==> src/rtl/reg_write_arbiter_pkg.sv <==
// Shared types and elaboration helpers for the round-robin register write arbiter.
package reg_write_arbiter_pkg;

    typedef enum logic {
        ST_IDLE = 1'b0,
        ST_HOLD = 1'b1
    } arb_state_e;

    // Hold counter width; a zero-cycle hold still gets a 1-bit counter.
    function automatic int unsigned cnt_width(input int unsigned hold);
        if (hold == 0) begin
            return 1;
        end
        return (hold + 1 > 2) ? $clog2(hold + 1) : 1;
    endfunction

endpackage

==> src/rtl/reg_write_arbiter_rr_pick.sv <==
// Combinational round-robin picker: first asserted request at or after ptr, searching cyclically.
module rr_pick #(
    parameter int unsigned NREQ  = 4,
    parameter int unsigned IDX_W = $clog2(NREQ)
) (
    input  logic [NREQ-1:0]  req,
    input  logic [IDX_W-1:0] ptr,
    output logic [NREQ-1:0]  gnt,
    output logic [IDX_W-1:0] gnt_idx,
    output logic             any
);

    logic [IDX_W-1:0] sel;

    always_comb begin
        gnt     = '0;
        gnt_idx = '0;
        any     = 1'b0;
        sel     = '0;
        for (int unsigned k = 0; k < NREQ; k++) begin
            sel = IDX_W'((32'(ptr) + k) % NREQ);
            if (!any && req[sel]) begin
                any      = 1'b1;
                gnt[sel] = 1'b1;
                gnt_idx  = sel;
            end
        end
    end

endmodule

==> src/rtl/reg_write_arbiter.sv <==
// Shares one WIDTH-bit register among NREQ requesters with round-robin grants
// and a post-write hold window during which the register stays frozen.
module reg_write_arbiter
    import reg_write_arbiter_pkg::*;
#(
    parameter int unsigned WIDTH       = 8,
    parameter int unsigned NREQ        = 4,
    parameter int unsigned HOLD_CYCLES = 2,
    localparam int unsigned IDX_W      = $clog2(NREQ)
) (
    input  logic                  clk,
    input  logic                  rst_n,
    input  logic [NREQ-1:0]       req_valid,
    input  logic [NREQ*WIDTH-1:0] req_data,
    output logic [NREQ-1:0]       req_ready,
    input  logic                  clr,
    output logic [WIDTH-1:0]      q,
    output logic                  q_valid,
    output logic [IDX_W-1:0]      q_owner,
    output logic                  busy
);

    localparam int unsigned CNT_W = cnt_width(HOLD_CYCLES);
    localparam logic [CNT_W-1:0] HOLD_LOAD =
        (HOLD_CYCLES > 0) ? CNT_W'(HOLD_CYCLES - 1) : '0;
    localparam logic [IDX_W-1:0] LAST_IDX = IDX_W'(NREQ - 1);

    arb_state_e       state;
    logic [CNT_W-1:0] cnt;
    logic [IDX_W-1:0] ptr;

    logic [NREQ-1:0]  pick_gnt;
    logic [IDX_W-1:0] pick_idx;
    logic             pick_any;
    logic             grant_en;
    logic             transfer;
    logic [WIDTH-1:0] win_data;

    rr_pick #(
        .NREQ  (NREQ),
        .IDX_W (IDX_W)
    ) u_pick (
        .req     (req_valid),
        .ptr     (ptr),
        .gnt     (pick_gnt),
        .gnt_idx (pick_idx),
        .any     (pick_any)
    );

    // rst_n gates the grant directly so ready stays low during reset regardless of valid.
    always_comb begin
        grant_en  = rst_n && (state == ST_IDLE) && !clr;
        req_ready = grant_en ? pick_gnt : '0;
        transfer  = grant_en && pick_any;
    end

    always_comb begin
        win_data = '0;
        for (int unsigned i = 0; i < NREQ; i++) begin
            if (pick_gnt[i]) begin
                win_data = win_data | req_data[i*WIDTH +: WIDTH];
            end
        end
    end

    always_ff @(posedge clk or negedge rst_n) begin
        if (!rst_n) begin
            state   <= ST_IDLE;
            cnt     <= '0;
            ptr     <= '0;
            q       <= '0;
            q_valid <= 1'b0;
            q_owner <= '0;
            busy    <= 1'b0;
        end else begin
            // transfer already excludes clr, so the two never compete for q
            if (clr) begin
                q       <= '0;
                q_valid <= 1'b0;
            end
            unique case (state)
                ST_IDLE: begin
                    if (transfer) begin
                        q       <= win_data;
                        q_owner <= pick_idx;
                        q_valid <= 1'b1;
                        ptr     <= (pick_idx == LAST_IDX) ? '0 : pick_idx + 1'b1;
                        if (HOLD_CYCLES > 0) begin
                            state <= ST_HOLD;
                            busy  <= 1'b1;
                            cnt   <= HOLD_LOAD;
                        end
                    end
                end
                ST_HOLD: begin
                    if (cnt == '0) begin
                        state <= ST_IDLE;
                        busy  <= 1'b0;
                    end else begin
                        cnt <= cnt - 1'b1;
                    end
                end
                default: begin
                    state <= ST_IDLE;
                    busy  <= 1'b0;
                end
            endcase
        end
    end

endmodule
==> config.mk <==
export PLATFORM = sky130hd
export DESIGN_NAME = reg_write_arbiter
export DESIGN_NICKNAME = d
export VERILOG_FILES = /design/src/rtl/reg_write_arbiter_pkg.sv /design/src/rtl/reg_write_arbiter_rr_pick.sv /design/src/rtl/reg_write_arbiter.sv
export SDC_FILE = /design/constraint.sdc
export NUM_CORES = 1
export LEC_CHECK = 0
export ABC_AREA = 1
export ABC_CLOCK_PERIOD_IN_PS = 2500
export BUFFER_PORTS_ARGS = -buffer_cell sky130_fd_sc_hd__buf_2
export CORE_UTILIZATION = 49
export DETAILED_ROUTE_END_ITERATION = 10
export HOLD_SLACK_MARGIN = 0.03
export PLACE_DENSITY_LB_ADDON = 0.05
export SYNTH_ARGS = -nofsm -noshare
export SYNTH_HDL_FRONTEND = slang
export SYNTH_SLANG_ARGS = --single-unit
==> constraint.sdc <==
create_clock -name clk -period 2.5 [get_ports clk]
set_input_delay 0.375 -clock clk [delete_from_list [all_inputs] [get_ports clk]]
set_output_delay 0.375 -clock clk [all_outputs]
set_load 0.005 [all_outputs]
==> results of run 1 <==
report_power, final:
| group | internal [mW] | total (mW) | switching (mW) |
|---|---|---|---|
| registers | 0.402 | 0.474 | 0.0716 |
| logic | 0.657 | 1.73 | 1.07 |
| clock network | 0.0611 | 0.161 | 0.0999 |
| total | 1.12 | 2.36 | 1.24 |
layout make-up:
type	count	area (sq um)	share of cell area (%)
Inverter	17	68.8	3.75
Tap cell	31	38.8	2.12
Clock buffer	3	22.5	1.23
Multi-Input combinational cell	171	913	49.8
Timing Repair Buffer	65	355	19.4
Clock inverter	1	7.51	0.410
Sequential cell	17	427	23.3
sequential cells by signal, summed over array words and instances (netlist names), named ones only:
| register | count |
|---|---|
| ptr | 1 |
| busy | 1 |
| cnt | 2 |
| state | 1 |
| q | 8 |
| q_owner | 2 |
| q_valid | 1 |
how the worst max path moves through the flow:
| stage | to | cells after the start |
|---|---|---|
| finish | req_ready[0] | 12 |
| global route | req_ready[3] | 12 |
| CTS | req_ready[0] | 12 |
| detailed placement | req_ready[0] | 12 |
| global placement | req_ready[0] | 12 |
| floorplan | req_ready[2] | 12 |
cell usage in the layout, fill, tap and decap left out, types with 5 or more instances in the layout:
cell / count
sky130_fd_sc_hd__nand2_1: 106
sky130_fd_sc_hd__ha_1: 8
sky130_fd_sc_hd__dfrtp_1: 16
sky130_fd_sc_hd__nand3_1: 6
sky130_fd_sc_hd__nand3_2: 6
sky130_fd_sc_hd__o21ai_1: 11
sky130_fd_sc_hd__buf_2: 54
sky130_fd_sc_hd__inv_1: 14
sky130_fd_sc_hd__nand2_2: 5
sky130_fd_sc_hd__buf_4: 10
Yosys cell counts, drive strengths merged:
library cell,n,area (sq um)
a21boi,4,30.0
a21oi,3,15.0
a31oi,1,6.26
buf,2,22.5
dfrtp,17,425
ha,9,113
inv,17,66.3
nand2,113,452
nand3,12,90.1
nand4,4,25.0
nor2,7,52.6
o211ai,1,7.51
o21ai,14,81.3
o22ai,1,6.26
or2,1,6.26
xor2,1,8.76
cells by family (layout without fill, tap and decap cells):
family / count (synthesis) / after routing / synth area share (%)
buffers and inverters: 19 / 86 / 6.31
XOR/XNOR: 1 / 1 / 0.622
flip-flops: 17 / 17 / 30.2
AO/OA/AOI/OAI: 24 / 24 / 10.4
AND/OR/NAND/NOR: 137 / 137 / 44.4
adder cells (fa/ha/maj): 9 / 9 / 8.00
timing repair:
action | in CTS | in global routing
resized for setup | 2 | 3
endpoints found under the hold margin | 11 | 0
hold buffers | 1 | 0
endpoints found under the setup margin | 4 | 4
buffers inserted | 1 | 3
cloned | 0 | 0
through the flow:
stage               utilization (%)  area (sq um)  total power, mW  setup WS [ns]  instances
detailed placement             63.6          1740             2.09          0.212        296
CTS                            65.5          1790             2.28         0.0612        302
finish                         67.0          1830             2.36          0.167        305
floorplan                         -          1410             1.61          0.375        207
global route                   67.0          1830             2.62         0.0141        305
global placement               63.6          1740             2.07          0.264        296
layer usage:
metal,part of all wire [%],routed length [um]
met3,4.3,152
met1,48,1700
met4,1.3,47
met2,47,1660
met5,0,0
==> results by stage, run 1 <==
Synthesis:
- The cell count after synthesis came out at 207.
- The per-instance average area after synthesis is a little under 7 sq um.
- The number of different library cells used by synthesis comes to 27.
- Yosys printed 0 warnings.
- The number of storage elements in the synthesis netlist is 17.
- The number of nets produced by synthesis is around 260.
- Of the synthesized area, sequential elements account for 30.2%.
- The synthesized area is roughly 1400 sq um.

Floorplanning:
- The floorplan row count is 19.
- During I/O placement, the number of pins put on the boundary was 55.
- The effective utilization at floorplan is 51.5%.
- The die width is between 50 and 60 um.
- In this run the vertical extent of the chip is 55.6 um.
- The standard cell core area is between 2000 and 3000 sq um.
- The floorplan step defined a die boundary enclosing about 3000 sq um.

Timing:
- The final count of hold timing violations is 0.
- The minimum clock period is about 2.3 ns.
- Of the available clock period, the critical path in the final layout requires 93.3%.
- The count of final max-slew check failures is 0.
- The worst pin sits at a relative slew slack of 64.4%.
- At the pin with the least slew margin, the transition time is approximately 0.53 ns.
- The peak clock frequency supported by timing is roughly 0.43 GHz.
- The worst hold margin is 0.316 ns.
- Setup violations remaining at the end of the flow were counted as 0.
- The final worst clock skew is between 0.004 and 0.005 ns.
- Summed over all failing endpoints, the final setup total negative slack is 0 ns.
- Setup repair after global routing left no endpoint under its margin.

Cells and area:
- After filler insertion, the fill cell instance count of the layout stands at about 280.
- The share of post-route cells with drive strength above 1 is roughly a third.
- The number of inserted diodes is 0.
- At the end of the flow, the number of nets in the layout was between 300 and 400.
- The area overhead of the layout relative to synthesis is 30.2%.

GRT:
- Global routing used a little under 40% of the available met2 tracks.
- The first-pass GRT wire length is about 6000 um.
- The global routing usage on met1 is 33.0%.
- The global-route met3 utilization is 1.16%.
- The global routing stage identified its most utilized layer as met2.
- The initial antenna violation count came to 0.
- The sum of overflow across all layers after global routing is 0.
- The pin count of the biggest net entering global routing is 18.
- The number of global-route vias before repair is approximately 1.3k.
- Global routing used about a quarter of the available tracks.

Critical path:
- The endpoint identified for the worst register-to-register timing path is q[1]$_DFF_PN0_.
- The element type at the critical path end is an output pin.
- Among cell families on the critical path, the largest total delay comes from simple AND/OR/NAND/NOR gates.
- The slack of the worst reg-to-reg path is 0.44 ns.
- Tracing the worst setup path back leads to its startpoint at ptr[1]$_DFFE_PN0P_.
- The depth of the worst register-to-register path is 11.
- Data on the critical path arrives at its endpoint at about 2.0 ns.
- On the worst path, the slowest cell contributes a delay of around 0.45 ns.
- The worst path required time is ~2.1 ns.
- The critical path's most frequent cell is sky130_fd_sc_hd__nand2_1.
- The startpoint kind of the worst setup timing path is a flop.
- The highest-delay cell along the critical path is sky130_fd_sc_hd__dfrtp_2.
- Along the worst path, the maximum fanout reaches 7.
- The worst path buffer plus inverter count is 4.
- Traced cell by cell, the critical path runs through inv_4 > ha_4 > inv_1 > nand3_1 > nand2_1 > nand3_1 > nor2_4 > nand2_1 > nand3_2 > nand2_1 > inv_1 > buf_2.
- By startpoint and endpoint, the worst setup path is classified as flop to output pin.

Min path:
- The number of cells on the worst hold path is 2.
- In this run the worst hold path is classified as primary input to flop.
- The worst hold path terminates at q_valid$_DFF_PN0_.
- The critical hold path startpoint is clr.

Routing:
- For this block, the via count after detailed routing is roughly 1.5k.
- For this run, design rule violations remaining after detail routing come to 0.
- The number of design-rule violations left by the first detailed-router iteration is 76.
- Dividing the detail-routed via count by the number of cells gives between 5 and 6.
- The average detailed-routed wire length per instance is about 12 um.
- After detailed routing, the total wire length is between 3000 and 4000 um.
- The number of nets with antenna violations after routing is 0.
- The number of detailed-routing iterations run before antenna repair is 4.

Place:
- The routability-driven placement congestion ratio is around 0.96.
- Port buffering added 54 buffers.
- The half-perimeter wire length after placement is 2690 um.

Clock network:
- The number of clock buffers added by TritonCTS is 3.
- The clock drives 17 sinks.
- The TritonCTS clock tree is built.
- The tree is rooted in a sky130_fd_sc_hd__clkbuf_4.
- The deepest level of the CTS H-tree is 1.
- The later-pin clock latency in the skew report is 0.30 ns.
- The clock passes through at most 2 buffers.
- Clock-pin slew was measured on the worst setup and hold paths at 0.11 ns.

Power and ir drop:
- Power spread over the standard cell area amounts to 1290 nW/um^2.
- Across the VDD grid, the largest voltage drop is 0.923 mV.
- The static leakage power is 1.14 nW.

Job:
- Max-cap violations in this run came to 0.

Run status:
- The run finished with clean final reports.
No activity file was read; power rests on OpenSTA's default activity.
==> run 2: changes to the inputs <==
==> constraint.sdc (replaced) <==
create_clock -name clk -period 2.5 [get_ports clk]
set_input_delay 0 -clock clk [delete_from_list [all_inputs] [get_ports clk]]
set_output_delay 0 -clock clk [all_outputs]
set_load 0.005 [all_outputs]
==> results by stage, run 2 (synthesized netlist as in run 1, its figures left out) <==
GRT:
- The pin count of the biggest net entering global routing is 18 (unchanged).
- The number of global-route vias before repair is 1535 (was 1331).
- The sum of overflow across all layers after global routing came to 0 (unchanged).
- The first-pass GRT wire length came to 6710 um (was 5850 um).
- The global-route total usage across every layer came to 27.5% (was 23.4%).
- The initial antenna violation count is 0 (unchanged).

Critical path:
- The worst path required time came to 2.50 ns (was 2.12 ns).
- The delay of the slowest cell on the worst path is 0.41 ns (was 0.45 ns).
- The maximum fanout encountered on the critical timing path is 9 (was 7).
- The worst endpoint data arrival time was 2.25 ns (was 1.96 ns).
- Chain of cells forming the critical path: inv_2 > ha_1 > inv_1 > nand3_1 > nand2_1 > nand3_1 > nor2_1 > nand2_1 > nand3_2 > nand2_1 > inv_1 > buf_2 (was inv_4 > ha_4 > inv_1 > nand3_1 > nand2_1 > nand3_1 > nor2_4 > nand2_1 > nand3_2 > nand2_1 > inv_1 > buf_2).
- The worst path buffer plus inverter count was 4 (unchanged).
- The family of cells with the greatest summed delay on the critical path is simple AND/OR/NAND/NOR gates (unchanged).
- The highest-delay cell along the critical path is sky130_fd_sc_hd__dfrtp_1 (was sky130_fd_sc_hd__dfrtp_2).
- The element type at the critical path end is an output pin (unchanged).
- The startpoint kind of the worst setup timing path is a flop (unchanged).
- The startpoint-to-endpoint class of the critical path is flop to output pin (unchanged).
- The critical path's most frequent cell was sky130_fd_sc_hd__nand2_1 (unchanged).

Clock network:
- The deepest level of the CTS H-tree is 1 (unchanged).
- The cell chosen for the clock root was sky130_fd_sc_hd__clkbuf_4 (unchanged).
- The number of buffers on the longest clock path is 2 (unchanged).
- The number of cells upsized or downsized after cts is 0 (was 2).
- The clock sink count is 17 (unchanged).
- The number of clock buffers inserted by TritonCTS is 3 (unchanged).
- The clock-pin transition on the worst setup and hold timing paths is 0.10 ns (was 0.11 ns).
- The TritonCTS clock tree is built (unchanged).
- The later-pin clock latency in the skew report is 0.29 ns (was 0.30 ns).

Floorplanning:
- The effective utilization at floorplan is 51.5% (unchanged).
- The standard cell core area is 2730 sq um (unchanged).
- The y dimension of the die is 55.6 um (unchanged).
- The die width was 55.6 um (unchanged).
- The floorplan row count is 19 (unchanged).
- The count of pins on the block boundary came to 55 (unchanged).
- The area of the die was 3090 sq um (unchanged).

Routing:
- The final routed DRC violation total was 0 (unchanged).
- The number of design-rule violations left by the first detailed-router iteration is 112 (was 76).
- The via count is 1684 (was 1536).
- The number of detailed-routing iterations run before antenna repair was 4 (unchanged).
- The routed via count divided by cell count is 5.10 (was 5.04).
- The average detailed-routed wire length per instance was 12.3 um (was 11.7 um).
- The number of nets with antenna violations after routing is 0 (unchanged).
- The total detailed-routing wirelength is 4050 um (was 3560 um).

Cells and area:
- The number of inserted diodes is 0 (unchanged).
- The top register by number of flip-flops is q (unchanged).
- Leading registers by flop count: q x8, cnt x2, q_owner x2 (unchanged).
- The number of inserted filler cells in the final layout is 215 (was 282).
- The leading cell type in the layout, fill and taps excluded was sky130_fd_sc_hd__nand2_1 (unchanged).
- The layout net count is 348 (was 323).
- The post-route core utilization came to 75.9% (was 67.0%).
- The share of post-route cells with drive strength above 1 is 27.4% (was 33.6%).
- The flip-flop count of the largest register, all copies and words added is 8 (unchanged).
- The area overhead of the layout relative to synthesis is 47.4% (was 30.2%).
- Top library cells by usage in the layout, fill and taps aside: 106 x sky130_fd_sc_hd__nand2_1, 54 x sky130_fd_sc_hd__buf_2, 33 x sky130_fd_sc_hd__dlygate4sd3_1 (was 106 x sky130_fd_sc_hd__nand2_1, 54 x sky130_fd_sc_hd__buf_2, 16 x sky130_fd_sc_hd__dfrtp_1).

Power and ir drop:
- The static leakage power came to 1.24 nW (was 1.14 nW).
- The power per cell area is 1070 nW/um^2 (was 1290 nW/um^2).
- The total power of the final layout came to 2.21 mW (was 2.36 mW).
- The worst supply voltage drop on vdd is 1.01 mV (was 0.923 mV).

Timing:
- The normalized max-slew margin is 60.9% (was 64.4%).
- Setup repair after global routing missed its margin: no (unchanged).
- The final worst clock skew is 0.00414 ns (was 0.00470 ns).
- The final count of hold timing violations is 0 (unchanged).
- The number of setup violations in the final report is 0 (unchanged).
- The minimum clock period came to 2.25 ns (was 2.33 ns).
- The count of final max-slew check failures is 0 (unchanged).
- The part of the cycle the worst path needs is 90.1% (was 93.3%).
- The post-route setup TNS came to 0 ns (unchanged).
- The transition time of the tightest slew-check pin was 0.585 ns (was 0.532 ns).
- The final worst slack came to 0.248 ns (was 0.167 ns).
- The peak clock frequency supported by timing is 0.444 GHz (was 0.429 GHz).

Place:
- The pre-CTS worst setup slack is 0.446 ns (was 0.212 ns).
- The routability-driven placement congestion ratio came to 0.855 (was 0.956).
- The half-perimeter wire length after placement is 2630 um (was 2690 um).
- The number of port buffers was 54 (unchanged).

Run status:
- Status: completed (unchanged).

Job:
- The total of max-cap violations came to 0 (unchanged).

Min path:
- The path type of the worst min-delay path is primary input to flop (unchanged).
run 2: changes by cell type in the layout (fill, tap and decap cells not counted), sizes merged:
cell,before,now
clkinv,0,1
clkinvlp,1,0
buf,64,57
dlygate4sd3,1,33
run 2: what timing repair did:
action	CTS	global route
endpoints found under the hold margin	26	0
setup buffers	0	0
hold buffers	33	0
run 2: final timing paths:
| check | startpoint | endpoint | slack [ns] | cells after the start |
|---|---|---|---|---|
| min in group asynchronous | rst_n | q[3]$_DFF_PN0_ | 0.19 | 3 |
| worst min register to register | busy$_DFFE_PN0P_ | busy$_DFFE_PN0P_ | 0.48 | 2 |
| worst max-delay path | ptr[1]$_DFFE_PN0P_ | req_ready[2] | 0.25 | 12 |
| max in group asynchronous | rst_n | q[7]$_DFF_PN0_ | 2.13 | 3 |
| worst max register to register | ptr[1]$_DFFE_PN0P_ | q[4]$_DFF_PN0_ | 0.39 | 11 |
| worst min-delay path | req_data[11] | q[3]$_DFF_PN0_ | 0.04 | 5 |
run 2: where the power goes:
group	internal, mW	switching [mW]
clock network	0.0595	0.0893
logic	0.562	1.03
registers	0.401	0.0663
run 2: cell type report:
class | count | area [sq um] | area share, %
Timing Repair Buffer | 90 | 623 | 30.0
Clock inverter | 1 | 5.00 | 0.241
Inverter | 17 | 66.3 | 3.20
Tap cell | 31 | 38.8 | 1.87
Multi-Input combinational cell | 171 | 893 | 43.1
Clock buffer | 3 | 22.5 | 1.09
Sequential cell | 17 | 425 | 20.5
run 2: layer usage:
layer | up-vias | track usage [%] | share of wire (%)
li1 | 842 | - | -
met1 | 755 | 36.3 | 43
met2 | 70 | 44.9 | 48
met3 | 17 | 2.56 | 4.7
met4 | 0 | 14.3 | 3.6
met5 | - | 0 | 0
run 2: metrics by stage:
stage	cell area, sq um	hold WS [ns]	cells
after floorplan	1410	-0.296	207
after global placement	1720	-0.0201	293
after detailed placement	1720	-0.0258	293
after CTS	2070	0.0303	330
after global routing	2070	0.0396	330
final	2070	0.0353	330
run 2: worst reg2reg max path: stages (launching register included):
cell	delay [ns]
sky130_fd_sc_hd__dfrtp_1	0.41
sky130_fd_sc_hd__inv_2	0.13
sky130_fd_sc_hd__ha_1	0.28
sky130_fd_sc_hd__nand2_1	0.13
sky130_fd_sc_hd__nand2_2	0.11
sky130_fd_sc_hd__nor2_8	0.15
sky130_fd_sc_hd__nand2_4	0.09
sky130_fd_sc_hd__o21ai_4	0.21
sky130_fd_sc_hd__inv_2	0.16
sky130_fd_sc_hd__nor2_4	0.20
sky130_fd_sc_hd__nand2_1	0.10
sky130_fd_sc_hd__nand2_1	0.09
==> run 3: changes to the inputs <==
Settings changed: CORE_MARGIN from default to 3, HOLD_SLACK_MARGIN 0.03 to default.
==> results by stage, run 3 (synthesized netlist as in run 1, its figures left out) <==
Critical path:
- The launch instance of the worst register-to-register path was ptr[1]$_DFFE_PN0P_ (unchanged).
- The slack of the worst reg-to-reg path is 0.36 ns (was 0.39 ns).
- The startpoint-to-endpoint class of the critical path is flop to output pin (unchanged).
- The startpoint kind of the worst setup timing path is a flop (unchanged).
- The end point of the critical path is req_ready[3] (was req_ready[2]).
- The endpoint of the worst-slack reg-to-reg timing path is q[0]$_DFF_PN0_ (was q[4]$_DFF_PN0_).
- The maximum fanout encountered on the critical timing path came to 9 (unchanged).
- The first element of the critical path is ptr[1]$_DFFE_PN0P_ (unchanged).
- The element type at the critical path end is an output pin (unchanged).
- The worst path required time is 2.50 ns (about the same).
- The depth of the worst register-to-register path is 12 (was 11).
- The worst endpoint data arrival time is 2.23 ns (was 2.25 ns).

Power and ir drop:
- The net load switching power is 1.17 mW (was 1.19 mW).
- The static leakage power is 1.12 nW (was 1.24 nW).
- The clock power share came to 6.8% (was 6.7%).
- The combinational cell fraction of total power is 70.8% (was 72.2%).
- The worst supply voltage drop on vdd came to 0.841 mV (was 1.01 mV).
- The power per cell area is 1210 nW/um^2 (was 1070 nW/um^2).
- The fraction of power consumed by sequential logic came to 22.4% (was 21.1%).
- The switching power share of the total is 54.1% (was 53.8%).
- The cell internal power dissipation came to 990 uW (was 1.02 mW).

Cells and area:
- The post-route standard cell area excluding fillers is 1780 sq um (was 2070 sq um).
- The layout net count is 318 (was 348).
- The post-route core utilization is 68.1% (was 75.9%).
- Top library cells by usage in the layout, fill and taps aside: 106 x sky130_fd_sc_hd__nand2_1, 54 x sky130_fd_sc_hd__buf_2, 16 x sky130_fd_sc_hd__dfrtp_1 (was 106 x sky130_fd_sc_hd__nand2_1, 54 x sky130_fd_sc_hd__buf_2, 33 x sky130_fd_sc_hd__dlygate4sd3_1).
- The flip-flop count of the largest register, all copies and words added is 8 (unchanged).
- The share of post-route cells with drive strength above 1 is 30.9% (was 27.4%).
- Leading registers by flop count: q x8, cnt x2, q_owner x2 (unchanged).
- The top register by number of flip-flops is q (unchanged).
- The number of inserted diodes is 0 (unchanged).
- The leading cell type in the layout, fill and taps excluded is sky130_fd_sc_hd__nand2_1 (unchanged).
- The number of inserted filler cells in the final layout came to 244 (was 215).
- The area overhead of the layout relative to synthesis came to 26.4% (was 47.4%).

Routing:
- The number of design-rule violations left by the first detailed-router iteration was 79 (was 112).
- The final routed DRC violation total is 0 (unchanged).
- The average detailed-routed wire length per instance is 11.5 um (was 12.3 um).
- The total detailed-routing wirelength is 3440 um (was 4050 um).
- The sum of routed wire segments on met1 is 1650 um (was 1750 um).
- The routed via count divided by cell count is 4.89 (was 5.10).
- The via count is 1461 (was 1684).
- The met3 routed wirelength came to 292 um (was 192 um).
- The routed length on met2 was 1470 um (was 1960 um).
- The uppermost layer routed is met4 (unchanged).
- The number of detailed-routing iterations run before antenna repair is 4 (unchanged).
- The number of nets with antenna violations after routing came to 0 (unchanged).

Timing:
- The transition time of the tightest slew-check pin is 0.582 ns (was 0.585 ns).
- The final worst clock skew is 0.00301 ns (was 0.00414 ns).
- The worst hold margin came to 0.00187 ns (was 0.0353 ns).
- The peak clock frequency supported by timing is 0.448 GHz (was 0.444 GHz).
- The minimum clock period was 2.23 ns (was 2.25 ns).
- The number of setup violations in the final report is 0 (unchanged).
- The final count of hold timing violations is 0 (unchanged).
- Setup repair after global routing missed its margin: no (unchanged).
- The part of the cycle the worst path needs is 89.3% (was 90.1%).
- The normalized max-slew margin came to 61.1% (was 60.9%).
- The post-route setup TNS is 0 ns (unchanged).
- The count of final max-slew check failures is 0 (unchanged).

GRT:
- The pin count of the biggest net entering global routing is 18 (unchanged).
- The number of global-route vias before repair was 1351 (was 1535).
- The sum of overflow across all layers after global routing is 0 (unchanged).
- The first-pass GRT wire length is 5740 um (was 6710 um).
- The initial antenna violation count is 0 (unchanged).
- The global-route total usage across every layer is 20.9% (was 27.5%).

Place:
- The total placed instance area was 1710 sq um (was 1720 sq um).
- The number of port buffers was 54 (unchanged).
- The half-perimeter wire length after placement came to 2760 um (was 2630 um).
- The routability-driven placement congestion ratio came to 0.841 (was 0.855).

Clock network:
- The TritonCTS clock tree is built (unchanged).
- The clock-pin transition on the worst setup and hold timing paths is 0.10 ns (about the same).
- The clock sink count came to 17 (unchanged).
- The number of clock buffers inserted by TritonCTS is 3 (unchanged).
- The cell chosen for the clock root is sky130_fd_sc_hd__clkbuf_4 (unchanged).
- The number of buffers on the longest clock path is 2 (unchanged).
- The deepest level of the CTS H-tree is 1 (unchanged).
- The later-pin clock latency in the skew report is 0.29 ns (about the same).
- The number of post-CTS setup repair buffers is 0 (unchanged).

Floorplanning:
- The count of pins on the block boundary was 55 (unchanged).
- The die width is 59.6 um (was 55.6 um).
- The y dimension of the die came to 59.6 um (was 55.6 um).
- The standard cell core area is 2610 sq um (was 2730 sq um).
- The effective utilization at floorplan is 53.9% (was 51.5%).
- The floorplan row count is 18 (was 19).
- The area of the die was 3550 sq um (was 3090 sq um).

Run status:
- Status: completed (unchanged).

Min path:
- The path type of the worst min-delay path is primary input to flop (unchanged).
- The number of cells on the worst hold path is 5 (unchanged).

Job:
- The total of max-cap violations is 0 (unchanged).
==> run 3: worst min path at each step <==
stage / to / slack (ns) / start
floorplan: asynchronous set/reset pin / -0.30 / rst_n
global placement: q_owner[1]$_DFFE_PN0P_ / -0.03 / rst_n
detailed placement: state$_DFF_PN0_ / -0.02 / rst_n
CTS: q[7]$_DFF_PN0_ / 0.003 / req_data[31]
global route: q[3]$_DFF_PN0_ / 0.004 / req_data[19]
finish: q[7]$_DFF_PN0_ / 0.002 / req_data[31]
==> run 3: cell type report <==
cell class / count / area, sq um / area share [%]
Inverter: 17 / 66.3 / 3.73
Multi-Input combinational cell: 171 / 896 / 50.4
Clock buffer: 3 / 22.5 / 1.27
Clock inverter: 1 / 5.00 / 0.281
Sequential cell: 17 / 427 / 24.0
Tap cell: 30 / 37.5 / 2.11
Timing Repair Buffer: 60 / 325 / 18.3
==> run 3: power by group through the flow <==
stage	clock network (mW)	logic, mW	registers (mW)
CTS	0.151	1.52	0.482
global placement	0	1.51	0.485
floorplan	0	1.12	0.489
finish	0.147	1.53	0.483
detailed placement	0	1.51	0.485
global route	0.166	1.75	0.497
==> run 3: metal layers <==
metal	global-route usage, %	up-vias
li1	-	779
met4	3.80	0
met5	0	-
met1	29.8	621
met3	4.14	2
met2	32.9	59
==> run 3: what timing repair did <==
action                                  in CTS  in global routing
endpoints found under the setup margin       0                  3
hold buffers                                 4                  0
endpoints found under the hold margin       20                  0
resized for setup                            0                  2
==> run 3: worst max-delay path, stage by stage, from the launching register on <==
cell                      delay (ns)
sky130_fd_sc_hd__dfrtp_2        0.48
sky130_fd_sc_hd__inv_2          0.15
sky130_fd_sc_hd__ha_1           0.28
sky130_fd_sc_hd__inv_1          0.10
sky130_fd_sc_hd__nand3_1        0.07
sky130_fd_sc_hd__nand2_1        0.09
sky130_fd_sc_hd__nand3_1        0.09
sky130_fd_sc_hd__nor2_2         0.17
sky130_fd_sc_hd__nand2_1        0.09
sky130_fd_sc_hd__nand3_2        0.18
sky130_fd_sc_hd__nand2_1        0.08
sky130_fd_sc_hd__inv_1          0.07
sky130_fd_sc_hd__buf_2          0.11
==> run 3: stage by stage <==
step	cells	setup WS (ns)	power, mW
6_report	299	0.268	2.16
5_1_grt	299	0.0553	2.41
4_1_cts	299	0.102	2.15
3_5_place_dp	291	0.286	1.99
3_3_place_gp	291	0.317	1.99
2_1_floorplan	207	0.496	1.61
